### src/rtl/mem_wb_buf.sv
// MEM/WB write-back buffer: a small circular queue of pending register writes
// that drains one entry per cycle into registered write-back outputs and forwards to decode.
module mem_wb_buf #(
    parameter int DATA_W = 32,
    parameter int ADDR_W = 5,
    parameter int DEPTH  = 4
) (
    input  logic                      clk,
    input  logic                      rst,
    input  logic                      stall,
    input  logic                      flush,
    input  logic                      in_valid,
    output logic                      in_ready,
    input  logic [ADDR_W-1:0]         in_addr,
    input  logic [DATA_W-1:0]         in_data,
    output logic                      wb_flag,
    output logic [ADDR_W-1:0]         wb_address,
    output logic [DATA_W-1:0]         wb_data,
    input  logic [ADDR_W-1:0]         fwd_addr,
    output logic                      fwd_hit,
    output logic [DATA_W-1:0]         fwd_data,
    output logic [$clog2(DEPTH):0]    count
);

    localparam int PTR_W = $clog2(DEPTH);
    localparam int CNT_W = PTR_W + 1;

    logic [ADDR_W-1:0] r_mem_addr [DEPTH];
    logic [DATA_W-1:0] r_mem_data [DEPTH];
    logic [PTR_W-1:0]  r_head;
    logic [PTR_W-1:0]  r_tail;
    logic [CNT_W-1:0]  r_count;
    logic              r_wb_flag;
    logic [ADDR_W-1:0] r_wb_address;
    logic [DATA_W-1:0] r_wb_data;

    logic              w_ready;
    logic              w_push;
    logic              w_pop;
    logic              w_hit;
    logic [DATA_W-1:0] w_fwd_data;

    // Ready depends only on registered occupancy, so a same-cycle pop never frees a full slot.
    assign w_ready = rst && !flush && (r_count < CNT_W'(DEPTH));
    // Writes to register 0 complete the handshake but are never queued.
    assign w_push  = in_valid && w_ready && (in_addr != '0);
    assign w_pop   = !stall && !flush && (r_count != '0);

    always_ff @(posedge clk) begin
        if (!rst) begin
            r_head       <= '0;
            r_tail       <= '0;
            r_count      <= '0;
            r_wb_flag    <= 1'b0;
            r_wb_address <= '0;
            r_wb_data    <= '0;
        end else if (flush) begin
            r_head       <= '0;
            r_tail       <= '0;
            r_count      <= '0;
            r_wb_flag    <= 1'b0;
            r_wb_address <= '0;
            r_wb_data    <= '0;
        end else begin
            if (w_push) begin
                r_tail <= r_tail + 1'b1;
            end
            if (w_pop) begin
                r_head       <= r_head + 1'b1;
                r_wb_flag    <= 1'b1;
                r_wb_address <= r_mem_addr[r_head];
                r_wb_data    <= r_mem_data[r_head];
            end else begin
                r_wb_flag    <= 1'b0;
                r_wb_address <= '0;
                r_wb_data    <= '0;
            end
            r_count <= r_count + CNT_W'(w_push) - CNT_W'(w_pop);
        end
    end

    // Storage needs no reset; only entries between head and tail are ever read.
    always_ff @(posedge clk) begin
        if (w_push) begin
            r_mem_addr[r_tail] <= in_addr;
            r_mem_data[r_tail] <= in_data;
        end
    end

    // Walk oldest to youngest so the youngest match overrides; wb register is lowest priority.
    always_comb begin
        logic [PTR_W-1:0] idx;
        w_hit      = 1'b0;
        w_fwd_data = '0;
        idx        = '0;
        if (r_wb_flag && (r_wb_address == fwd_addr)) begin
            w_hit      = 1'b1;
            w_fwd_data = r_wb_data;
        end
        for (int i = 0; i < DEPTH; i++) begin
            idx = r_head + PTR_W'(i);
            if ((CNT_W'(i) < r_count) && (r_mem_addr[idx] == fwd_addr)) begin
                w_hit      = 1'b1;
                w_fwd_data = r_mem_data[idx];
            end
        end
        if (fwd_addr == '0) begin
            w_hit      = 1'b0;
            w_fwd_data = '0;
        end
    end

    assign in_ready   = w_ready;
    assign wb_flag    = r_wb_flag;
    assign wb_address = r_wb_address;
    assign wb_data    = r_wb_data;
    assign fwd_hit    = w_hit;
    assign fwd_data   = w_fwd_data;
    assign count      = r_count;

endmodule

### config.mk
export PLATFORM = sky130hd
export DESIGN_NAME = mem_wb_buf
export DESIGN_NICKNAME = d
export VERILOG_FILES = /design/src/rtl/mem_wb_buf.sv
export SDC_FILE = /design/constraint.sdc
export NUM_CORES = 1
export LEC_CHECK = 0
export BUFFER_PORTS_ARGS = -buffer_cell sky130_fd_sc_hd__buf_2
export CAP_MARGIN = 20
export CORE_ASPECT_RATIO = 1.75
export CORE_MARGIN = 2
export CORE_UTILIZATION = 50
export CTS_BUF_LIST = sky130_fd_sc_hd__clkbuf_2 sky130_fd_sc_hd__clkbuf_4 sky130_fd_sc_hd__clkbuf_8
export CTS_CLUSTER_SIZE = 24
export DETAILED_ROUTE_END_ITERATION = 6
export GPL_ROUTABILITY_DRIVEN = 0
export GPL_TIMING_DRIVEN = 0
export MAX_ROUTING_LAYER = met4
export PLACE_DENSITY = 0.81
export SLEW_MARGIN = 20
export SYNTH_ARGS = -nofsm -noshare
export SYNTH_HDL_FRONTEND = slang
export SYNTH_SLANG_ARGS = --single-unit
### constraint.sdc
create_clock -name clk -period 3.09 [get_ports clk]
set_clock_uncertainty 0.2 [all_clocks]
set_input_delay 0.309 -clock clk [delete_from_list [all_inputs] [get_ports clk]]
set_output_delay 0.309 -clock clk [all_outputs]
set_load 0.02 [all_outputs]
==> flow_summary.toml, run 1 <==
[grt]
grt_max_degree = 22
grtUsageMet2_pct = 50.9
overflow = 0
antenna_found_initial = 0
met1_usage_pct = 30.8
top_usage_layer = "met2"
first_global_vias = 9553
grtUsageTotal_pct = 29.7
use_met3_pct = 5.16
grt_pass1_wl_mm = 53.2

[critical_path]
cp_num_buf_inv = 4
cp-start-kind = "register"
rr_worst_depth = 9
r2r-end = "count[2]$_SDFF_PP0_"
slowest_delay_ns = 0.51
path_max_fanout = 8
crit_arrival_ns = 3.25
worstSetupPathType = "register to output pin"
r2r_setup_slack_ns = 0.15
worstPathRequired_ns = 2.58
cp_top_family = "compound AO/OA/AOI/OAI gates"
worstPathCellList = "buf_12 -> buf_4 -> mux4_2 -> xor2_2 -> a2111oi_4 -> o211a_4 -> buf_12 -> a21oi_2 -> a211oi_2 -> buf_4"
worst_setup_path_end_kind = "output pin"
cp_slowest_cell = "mux4_2"
r2r-start = "count[0]$_SDFF_PP0_"

[clock_network]
clk_pin_slew_worst_paths_ns = 0.10
cts_root_buffer = "clkbuf_8"
cts_made_buffers = 17
htree_levels = 4
cts_tree = "yes"
cts_sinks = 195
clkLatencyLatePin_ns = 0.50
clockBufferDepth = 2

[route]
wl_mm = 37.8
ant_nets = 0
wl_per_cell_um = 27.8
drtPass1Iterations = 7
vias = 9677
drt_iter0_drc = 1456
drc = 2
vias_per_cell = 7.12

[sta]
rsz0062_at_grt = "true"
report.final.slew_viol_count = 0
min_period_over_period_pct = 122
finalHoldViolations = 0
finalSetupViolCount = 33
fin_ws_ns = -0.670
fmax_ghz = 0.266
final.min_clock_period_ns = 3.76
setup_tns_ns = -19.28
slew_headroom_pct = 34.2
worst_slew_pin_slew_ns = 0.988
whs_ns = 0.101

[power]
leakage_uw = 0.00519
p_total_uw = 4930
powerDensity_nw_per_um2 = 327
vdd_drop_max_mv = 0.225

[placement]
post_dp_cell_area_sq_um = 13000
dpl_worst_slack_ns = -0.622
hpwl_mm = 24.3
io_buffers = 117

[status]
status = "finished, violations left"
violations = "DRC, setup timing"

[synth]
synth_edf_count = 148
syn-instance-count = 831
yosysSeqAreaShare_pct = 45.0
synth_cell_types = 39
yosys_warnings = 0
synth_area_sq_um = 12000
async_flop_share_pct = 0
avgSynthCellArea_sq_um = 14.4
ys_seq_elements = 195
synth_ff_type = "edfxtp_1"
syn_nets = 887

[finish]
final_cell_mix = "edfxtp_1 (148), mux4_2 (145), buf_2 (105)"
n_antenna_cell = 0
design_area_sq_um = 15100
fill_cells = 1604
syn_to_final_growth_pct = 26.0
layout_commonest_cell = "edfxtp_1"
final_nets = 1095
drive_gt1_share_pct = 49.9

[floorplan]
die_area_sq_um = 25300
fp-row-count = 75
start_util_pct = 50.5
die_h_um = 209
core_sq_um = 23700
fp.dieW_um = 121
io_pins = 122

[min_path]
hp-class = "input pin to register"
hold_path_startpoint = "in_valid"
hold_end = "r_tail[0]$_SDFFE_PP0P_"
holdPathStages = 5

[job]
drv_cap = 0
-- flip-flops by register name, summed over array words and instances, names as in the netlist, named ones only --
signal      flops
wb_data        32
r_tail          2
wb_address      5
wb_flag         1
r_head          2
r_mem_addr     20
count           3
r_mem_data    128
-- per-stage QoR --
stage	std cells	utilization, %
2_1_floorplan	831	-
3_3_place_gp	1256	54.5
3_5_place_dp	1260	54.9
4_1_cts	1347	61.2
5_1_grt	1360	63.6
6_report	1360	63.6
-- routing by layer --
layer  vias up  routed length (um)
met5         -                   0
met4         0                2550
met3       246                4010
met2       926               20000
met1      4640               11200
li1       3865                   -
-- area by class of cell --
type / instances / area [sq um] / area share (%)
repair buffers: 189 / 1490 / 9.84
plain buffers: 94 / 716 / 4.74
clock inverters: 14 / 168 / 1.11
clock buffers: 18 / 248 / 1.64
multi-input cells: 530 / 6660 / 44.1
well taps: 308 / 385 / 2.55
inverters: 12 / 45.0 / 0.298
flip-flops and latches: 195 / 5390 / 35.7
-- where the power goes --
group          leakage (uW)  internal [uW]  total (uW)  switching [uW]
Clock              0.000206            765        1740             974
Combinational       0.00327            140         338             198
Sequential          0.00172           2830        2850            18.3
Total               0.00519           3740        4930            1190
-- worst reg2reg max path, stage by stage (launching register included) --
cell      delay (ns)
dfxtp_1         0.47
nor3_1          0.09
nor3_1          0.59
clkbuf_2        0.43
ha_1            0.17
inv_1           0.04
ha_1            0.19
fa_1            0.41
xor2_1          0.16
nor2_1          0.06
-- kinds of logic after synthesis --
group	Yosys count	synth area share [%]
multiplexers	153	27.9
AO/OA/AOI/OAI	138	9.73
flip-flops	195	45.0
adder cells (fa/ha/maj)	9	1.00
AND/OR/NAND/NOR	201	9.93
buffers and inverters	106	4.32
XOR/XNOR	29	2.12
-- synth_stat cells (2+ instances only) --
cell / number / area (sq um)
edfxtp_1: 148 / 4440
mux4_2: 145 / 3270
and3_1: 70 / 438
dfxtp_1: 47 / 941
a21oi_1: 46 / 230
clkbuf_1: 40 / 150
nor3_1: 36 / 180
o311ai_1: 33 / 289
nand3_1: 32 / 160
nand3b_1: 32 / 240
buf_2: 30 / 150
a211oi_2: 29 / 363
a21oi_2: 20 / 175
xnor2_1: 16 / 140
xor2_1: 13 / 114
inv_1: 12 / 45.0
nor2_1: 12 / 45.0
buf_1: 9 / 33.8
ha_1: 8 / 100
mux2i_1: 8 / 80.1
buf_4: 7 / 52.6
buf_6: 7 / 78.8
and2_1: 6 / 37.5
a211oi_1: 4 / 30.0
nand2_1: 4 / 15.0
a22oi_1: 2 / 15.0
nand2b_1: 2 / 12.5
nor3_2: 2 / 20.0
-- how the worst max path moves through the flow --
stage	startpoint	to	cells after the start
after detailed placement	r_head[0]$_SDFFE_PP0P_	fwd_data[14]	11
after global placement	flush	r_mem_data[2][16]$_DFFE_PP_	7
after global routing	wb_address[4]$_SDFF_PP0_	fwd_data[30]	8
after floorplan	flush	r_mem_addr[1][0]$_DFFE_PP_	6
final	r_head[0]$_SDFFE_PP0P_	fwd_data[14]	10
after CTS	register	fwd_data[14]	10
-- what timing repair did --
| item | 4_1_cts | 5_1_grt |
|---|---|---|
| hold endpoints to repair | 148 | 0 |
| hold buffers | 37 | 0 |
| cloned | 2 | 4 |
| pin swaps | 23 | 24 |
| setup buffers | 16 | 11 |
| setup endpoints to repair | 33 | 35 |
| resized for setup | 144 | 77 |
Note: power is estimated with default switching activity, not from simulation.
==> run 2: changes to the inputs <==
--- a/config.mk
+++ b/config.mk
@@ -15,8 +15,8 @@
 export DETAILED_ROUTE_END_ITERATION = 6
 export GPL_ROUTABILITY_DRIVEN = 0
 export GPL_TIMING_DRIVEN = 0
-export MAX_ROUTING_LAYER = met4
 export PLACE_DENSITY = 0.81
+export SKIP_LAST_GASP = 1
 export SLEW_MARGIN = 20
 export SYNTH_ARGS = -nofsm -noshare
 export SYNTH_HDL_FRONTEND = slang
==> run 2 against run 1 <==
Compared with the run above:
- the run ends with setup timing left
- clock-buffer cell count unchanged
- wire length down 2.5%
- register-to-register slack better by 0.12 ns
- via count is 1.4% lower
- critical path depth is 1 lower
- non-clock buffer count shrank 6
- first-iteration DRC count fell by 20%
- utilization is 0.65 points lower
- critical path type unchanged
==> flow_summary.toml, run 2 (same netlist as run 1, synthesis figures left out) <==
[status]
status = "finished, violations left"
violations = "setup timing"

[grt]
overflow = 0
first_global_vias = 9535
grt_max_degree = 22
antenna_found_initial = 1
grt_pass1_wl_mm = 53.2
grtUsageTotal_pct = 28.8

[sta]
final.min_clock_period_ns = 3.73
rsz0062_at_grt = "true"
finalSetupViolCount = 33
setup_tns_ns = -18.47
slew_headroom_pct = 34.7
fin_ws_ns = -0.638
fmax_ghz = 0.268
min_period_over_period_pct = 121
report.final.slew_viol_count = 0
worst_slew_pin_slew_ns = 0.980
finalHoldViolations = 0

[floorplan]
core_sq_um = 23700
die_area_sq_um = 25300
fp-row-count = 75
fp.dieW_um = 121
start_util_pct = 50.5
io_pins = 122
die_h_um = 209

[power]
leakage_uw = 0.00513
vdd_drop_max_mv = 0.219
powerDensity_nw_per_um2 = 329
p_total_uw = 4920

[clock_network]
cts_sinks = 195
cts_root_buffer = "clkbuf_8"
htree_levels = 4
cts_made_buffers = 17
clkLatencyLatePin_ns = 0.50
cts_tree = "yes"
clk_pin_slew_worst_paths_ns = 0.10
clockBufferDepth = 2

[finish]
design_area_sq_um = 14900
drive_gt1_share_pct = 48.2
layout_commonest_cell = "edfxtp_1"
largest_reg_flops = 128
final_nets = 1089
largest-register = "r_mem_data"
syn_to_final_growth_pct = 24.7
final_cell_mix = "edfxtp_1 (148), mux4_2 (145), buf_2 (106)"

[critical_path]
worst_setup_path_end_kind = "output pin"
worstPathCellList = "buf_6 -> mux4_2 -> xnor2_2 -> nand2_2 -> nor2_4 -> buf_12 -> a21oi_2 -> a211oi_2 -> buf_4"
cp_slowest_cell = "mux4_2"
crit_arrival_ns = 3.22
r2r-end = "count[2]$_SDFF_PP0_"
path_max_fanout = 10
cp-start-kind = "register"
worstPathRequired_ns = 2.58
r2r-start = "count[0]$_SDFF_PP0_"
slowest_delay_ns = 0.54
worstSetupPathType = "register to output pin"
r2r_setup_slack_ns = 0.27
rr_worst_depth = 9

[route]
drtPass1Iterations = 7
drt_iter0_drc = 1159
drc = 0
vias_per_cell = 7.04
wl_mm = 36.8
ant_nets = 0
wl_per_cell_um = 27.2
vias = 9537

[placement]
post_dp_cell_area_sq_um = 13000
io_buffers = 117
hpwl_mm = 24.3

[job]
drv_cap = 0

[min_path]
hold_path_startpoint = "in_valid"
hp-class = "input pin to register"
holdPathStages = 5
hold_end = "r_tail[0]$_SDFFE_PP0P_"
-- run 2: how the worst max path moves through the flow --
stage,from,to,slack (ns),depth (start not counted)
final,r_head[1]$_SDFFE_PP0P_,fwd_data[14],-0.64,9
after global routing,r_head[0]$_SDFFE_PP0P_,fwd_data[11],-0.71,10
after CTS,register,fwd_data[14],-0.58,10
after detailed placement,r_head[0]$_SDFFE_PP0P_,fwd_data[14],-0.62,11
after global placement,flush,r_mem_data[2][16]$_DFFE_PP_,-0.70,7
after floorplan,flush,r_mem_addr[1][0]$_DFFE_PP_,0.14,6
-- run 2: cell type report --
cell class	count	area [sq um]
antenna	1	2.50
buffer	93	723
clock buffer	18	248
clock inverter	14	168
fill	1632	8800
inverter	12	45.0
multi-input combinational	530	6550
sequential	195	5390
tap	308	385
timing repair buffer	184	1430
-- run 2: through the flow --
stage	util [%]	hold slack (ns)	worst slack [ns]	std cells
2_1_floorplan	-	0.208	0.135	831
3_3_place_gp	54.5	0.318	-0.704	1256
3_5_place_dp	54.9	0.324	-0.622	1260
4_1_cts	61.2	0.0793	-0.582	1347
5_1_grt	62.9	0.142	-0.712	1355
6_report	62.9	0.101	-0.638	1355
-- run 2: power breakdown --
part / switching, uW / leakage [uW] / internal [uW]
registers: 18.3 / 0.00172 / 2830
clock network: 965 / 0.000206 / 765
logic: 195 / 0.00320 / 140
total: 1180 / 0.00513 / 3740
-- run 2: repair_timing --
item | 4_1_cts | 5_1_grt
hold buffers | 37 | 0
pin swaps | 23 | 21
setup endpoints to repair | 33 | 35
hold endpoints to repair | 148 | 0
resized for setup | 141 | 65
buffers inserted | 16 | 6
cloned | 2 | 2
-- run 2: worst max-delay path, delay by kind of cell (launching register included) --
family,cells,cell delay (ns)
DFF,1,0.41
xor gates and xnor gates,1,0.26
and+or+nand+nor,2,0.51
buffers and inverters,3,0.58
AOI/OAI and AO/OA,2,0.40
muxes,1,0.54
-- run 2: layer usage --
metal	GRT usage, %	vias to the layer above	share of wire (%)
li1	-	3837	-
met2	51.0	866	53
met3	5.21	221	10
met1	30.8	4613	30
met4	18.9	0	7.0
met5	0	-	0
==> run 3: changes to the inputs <==
--- a/config.mk
+++ b/config.mk
@@ -8,7 +8,6 @@
 export BUFFER_PORTS_ARGS = -buffer_cell sky130_fd_sc_hd__buf_2
 export CAP_MARGIN = 20
 export CORE_ASPECT_RATIO = 1.75
-export CORE_MARGIN = 2
 export CORE_UTILIZATION = 50
 export CTS_BUF_LIST = sky130_fd_sc_hd__clkbuf_2 sky130_fd_sc_hd__clkbuf_4 sky130_fd_sc_hd__clkbuf_8
 export CTS_CLUSTER_SIZE = 24
==> run 3 against run 2 <==
Compared with the run above:
- the run ends with DRC, setup timing left
- fmax fell by 1.4%
- cell area barely moved
- global-route usage rose by 0.82 points
- clock power rose by 8%
- worst hold slack got worse by 0.031 ns
- clock-buffer cell count rose by 1
- combinational power barely moved
- critical path depth did not move
- register-to-register slack got worse by 0.14 ns
==> flow_summary.toml, run 3 (same netlist as run 1, synthesis figures left out) <==
[status]
status = "finished, violations left"
violations = "DRC, setup timing"

[finish]
final_cell_mix = "edfxtp_1 (148), mux4_2 (145), buf_2 (104)"
largest-register = "r_mem_data"
design_area_sq_um = 14900
largest_reg_flops = 128
final_cells = 1351
drive_gt1_share_pct = 47.8
final_nets = 1089
layout_commonest_cell = "edfxtp_1"
fill_cells = 1610
syn_to_final_growth_pct = 24.8

[job]
drv_cap = 0

[critical_path]
cp-start-kind = "register"
worst_setup_path_end_kind = "output pin"
worstPathRequired_ns = 2.58
cp-startpoint = "r_head[0]$_SDFFE_PP0P_"
path_max_fanout = 10
r2r-start = "count[0]$_SDFF_PP0_"
worstSetupPathType = "register to output pin"
crit_arrival_ns = 3.27

[route]
vias = 9471
drt_iter0_drc = 1133
wl_per_cell_um = 27.5
drtPass1Iterations = 7
wl_mm = 37.1
ant_nets = 0
drc = 1
vias_per_cell = 7.01

[clock_network]
cts_sinks = 195
clockBufferDepth = 2
cts_tree = "yes"
htree_levels = 4
cts_made_buffers = 17
clkLatencyLatePin_ns = 0.52
cts_root_buffer = "clkbuf_8"
clk_pin_slew_worst_paths_ns = 0.11

[grt]
grtUsageTotal_pct = 29.6
antenna_found_initial = 2
grt_max_degree = 21
overflow = 0
grt_pass1_wl_mm = 52.8
first_global_vias = 9652

[power]
seq_power_share_pct = 56.5
powerDensity_nw_per_um2 = 338
p_clk_share_pct = 36.9
p_comb_share_pct = 6.6
vdd_drop_max_mv = 0.210
internal-power_uw = 3850
p_switching_uw = 1210
swShare_pct = 23.9
leakage_uw = 0.00513

[sta]
slew_headroom_pct = 31.0
finalHoldViolations = 0
rsz0062_at_grt = "true"
report.final.slew_viol_count = 0
fin_ws_ns = -0.691
min_period_over_period_pct = 122
worst_slew_pin_slew_ns = 1.04
final.min_clock_period_ns = 3.78
fmax_ghz = 0.264
finalSetupViolCount = 33

[placement]
post_dp_cell_area_sq_um = 13000
io_buffers = 117
dp_cells = 1256
hpwl_mm = 24.0

[floorplan]
fp.dieW_um = 119
io_pins = 122
die_area_sq_um = 24600
fp-row-count = 74
core_sq_um = 23400
start_util_pct = 51.1
die_h_um = 207

[min_path]
hp-class = "input pin to register"
hold_path_startpoint = "stall"
## run 3: changes by cell type in the layout (fill, tap and decap cells not counted), moves of 3 or more
cell      change
clkbuf_4      +4
buf_12        -6
xnor2_2       -3
o311ai_4      +3
o311ai_1      -5
## run 3: power groups by stage
stage               clock [uW]  sequential [uW]  combinational [uW]
CTS                       1840             2850                 310
finish                    1860             2850                 335
global route              1940             2850                 350
global placement             0             2910                 244
floorplan                    0             2910                 136
detailed placement           0             2910                 255
## run 3: final timing paths
path,slack (ns),cells past startpoint,to
min reg2reg,0.39,2,r_tail[1]$_SDFFE_PP0P_
max,-0.69,9,fwd_data[26]
max reg2reg,0.13,9,count[2]$_SDFF_PP0_
min,0.07,5,r_head[1]$_SDFFE_PP0P_
## run 3: per-layer routing
layer | routed length [um] | up-vias | track usage (%)
li1 | - | 3847 | -
met1 | 11200 | 4620 | 30.8
met2 | 19900 | 829 | 52.5
met3 | 3770 | 175 | 5.66
met4 | 2240 | 0 | 22.7
met5 | 0 | - | 0
## run 3: cell type report
type	count	area (sq um)	area share (%)
Clock inverter	13	185	1.24
Timing Repair Buffer	183	1400	9.38
Sequential cell	195	5390	36.1
Clock buffer	19	262	1.75
Antenna cell	1	2.50	0.0167
Tap cell	304	380	2.54
Multi-Input combinational cell	530	6580	44.0
Buffer	94	707	4.73
Inverter	12	45.0	0.301
## run 3: what timing repair did
item,4_1_cts,5_1_grt
gates cloned,1,4
setup endpoints to repair,33,35
buffers inserted,16,6
gates resized for setup,111,84
endpoints found under the hold margin,148,0
pin swaps,20,35
hold buffers,37,0
## run 3: worst max-delay path: stages, from the launching register on
cell	delay [ns]
dfxtp_2	0.36
buf_12	0.13
mux4_2	0.55
xor2_1	0.20
nor3_4	0.35
and2_4	0.29
buf_8	0.18
o311ai_1	0.13
a211oi_2	0.34
buf_4	0.21
## run 3: per-stage QoR
step                      setup slack, ns  utilization [%]  hold slack [ns]  total power (uW)  setup TNS, ns
after global placement             -0.684             55.3            0.317              3150        -110.73
after global routing               -0.718             63.8           0.0891              5150         -21.94
after CTS                          -0.584             61.5           0.0877              5000         -17.60
final                              -0.691             63.8           0.0699              5050         -19.81
after floorplan                     0.135                -            0.208              3050              0
after detailed placement           -0.607             55.7            0.324              3170         -13.95
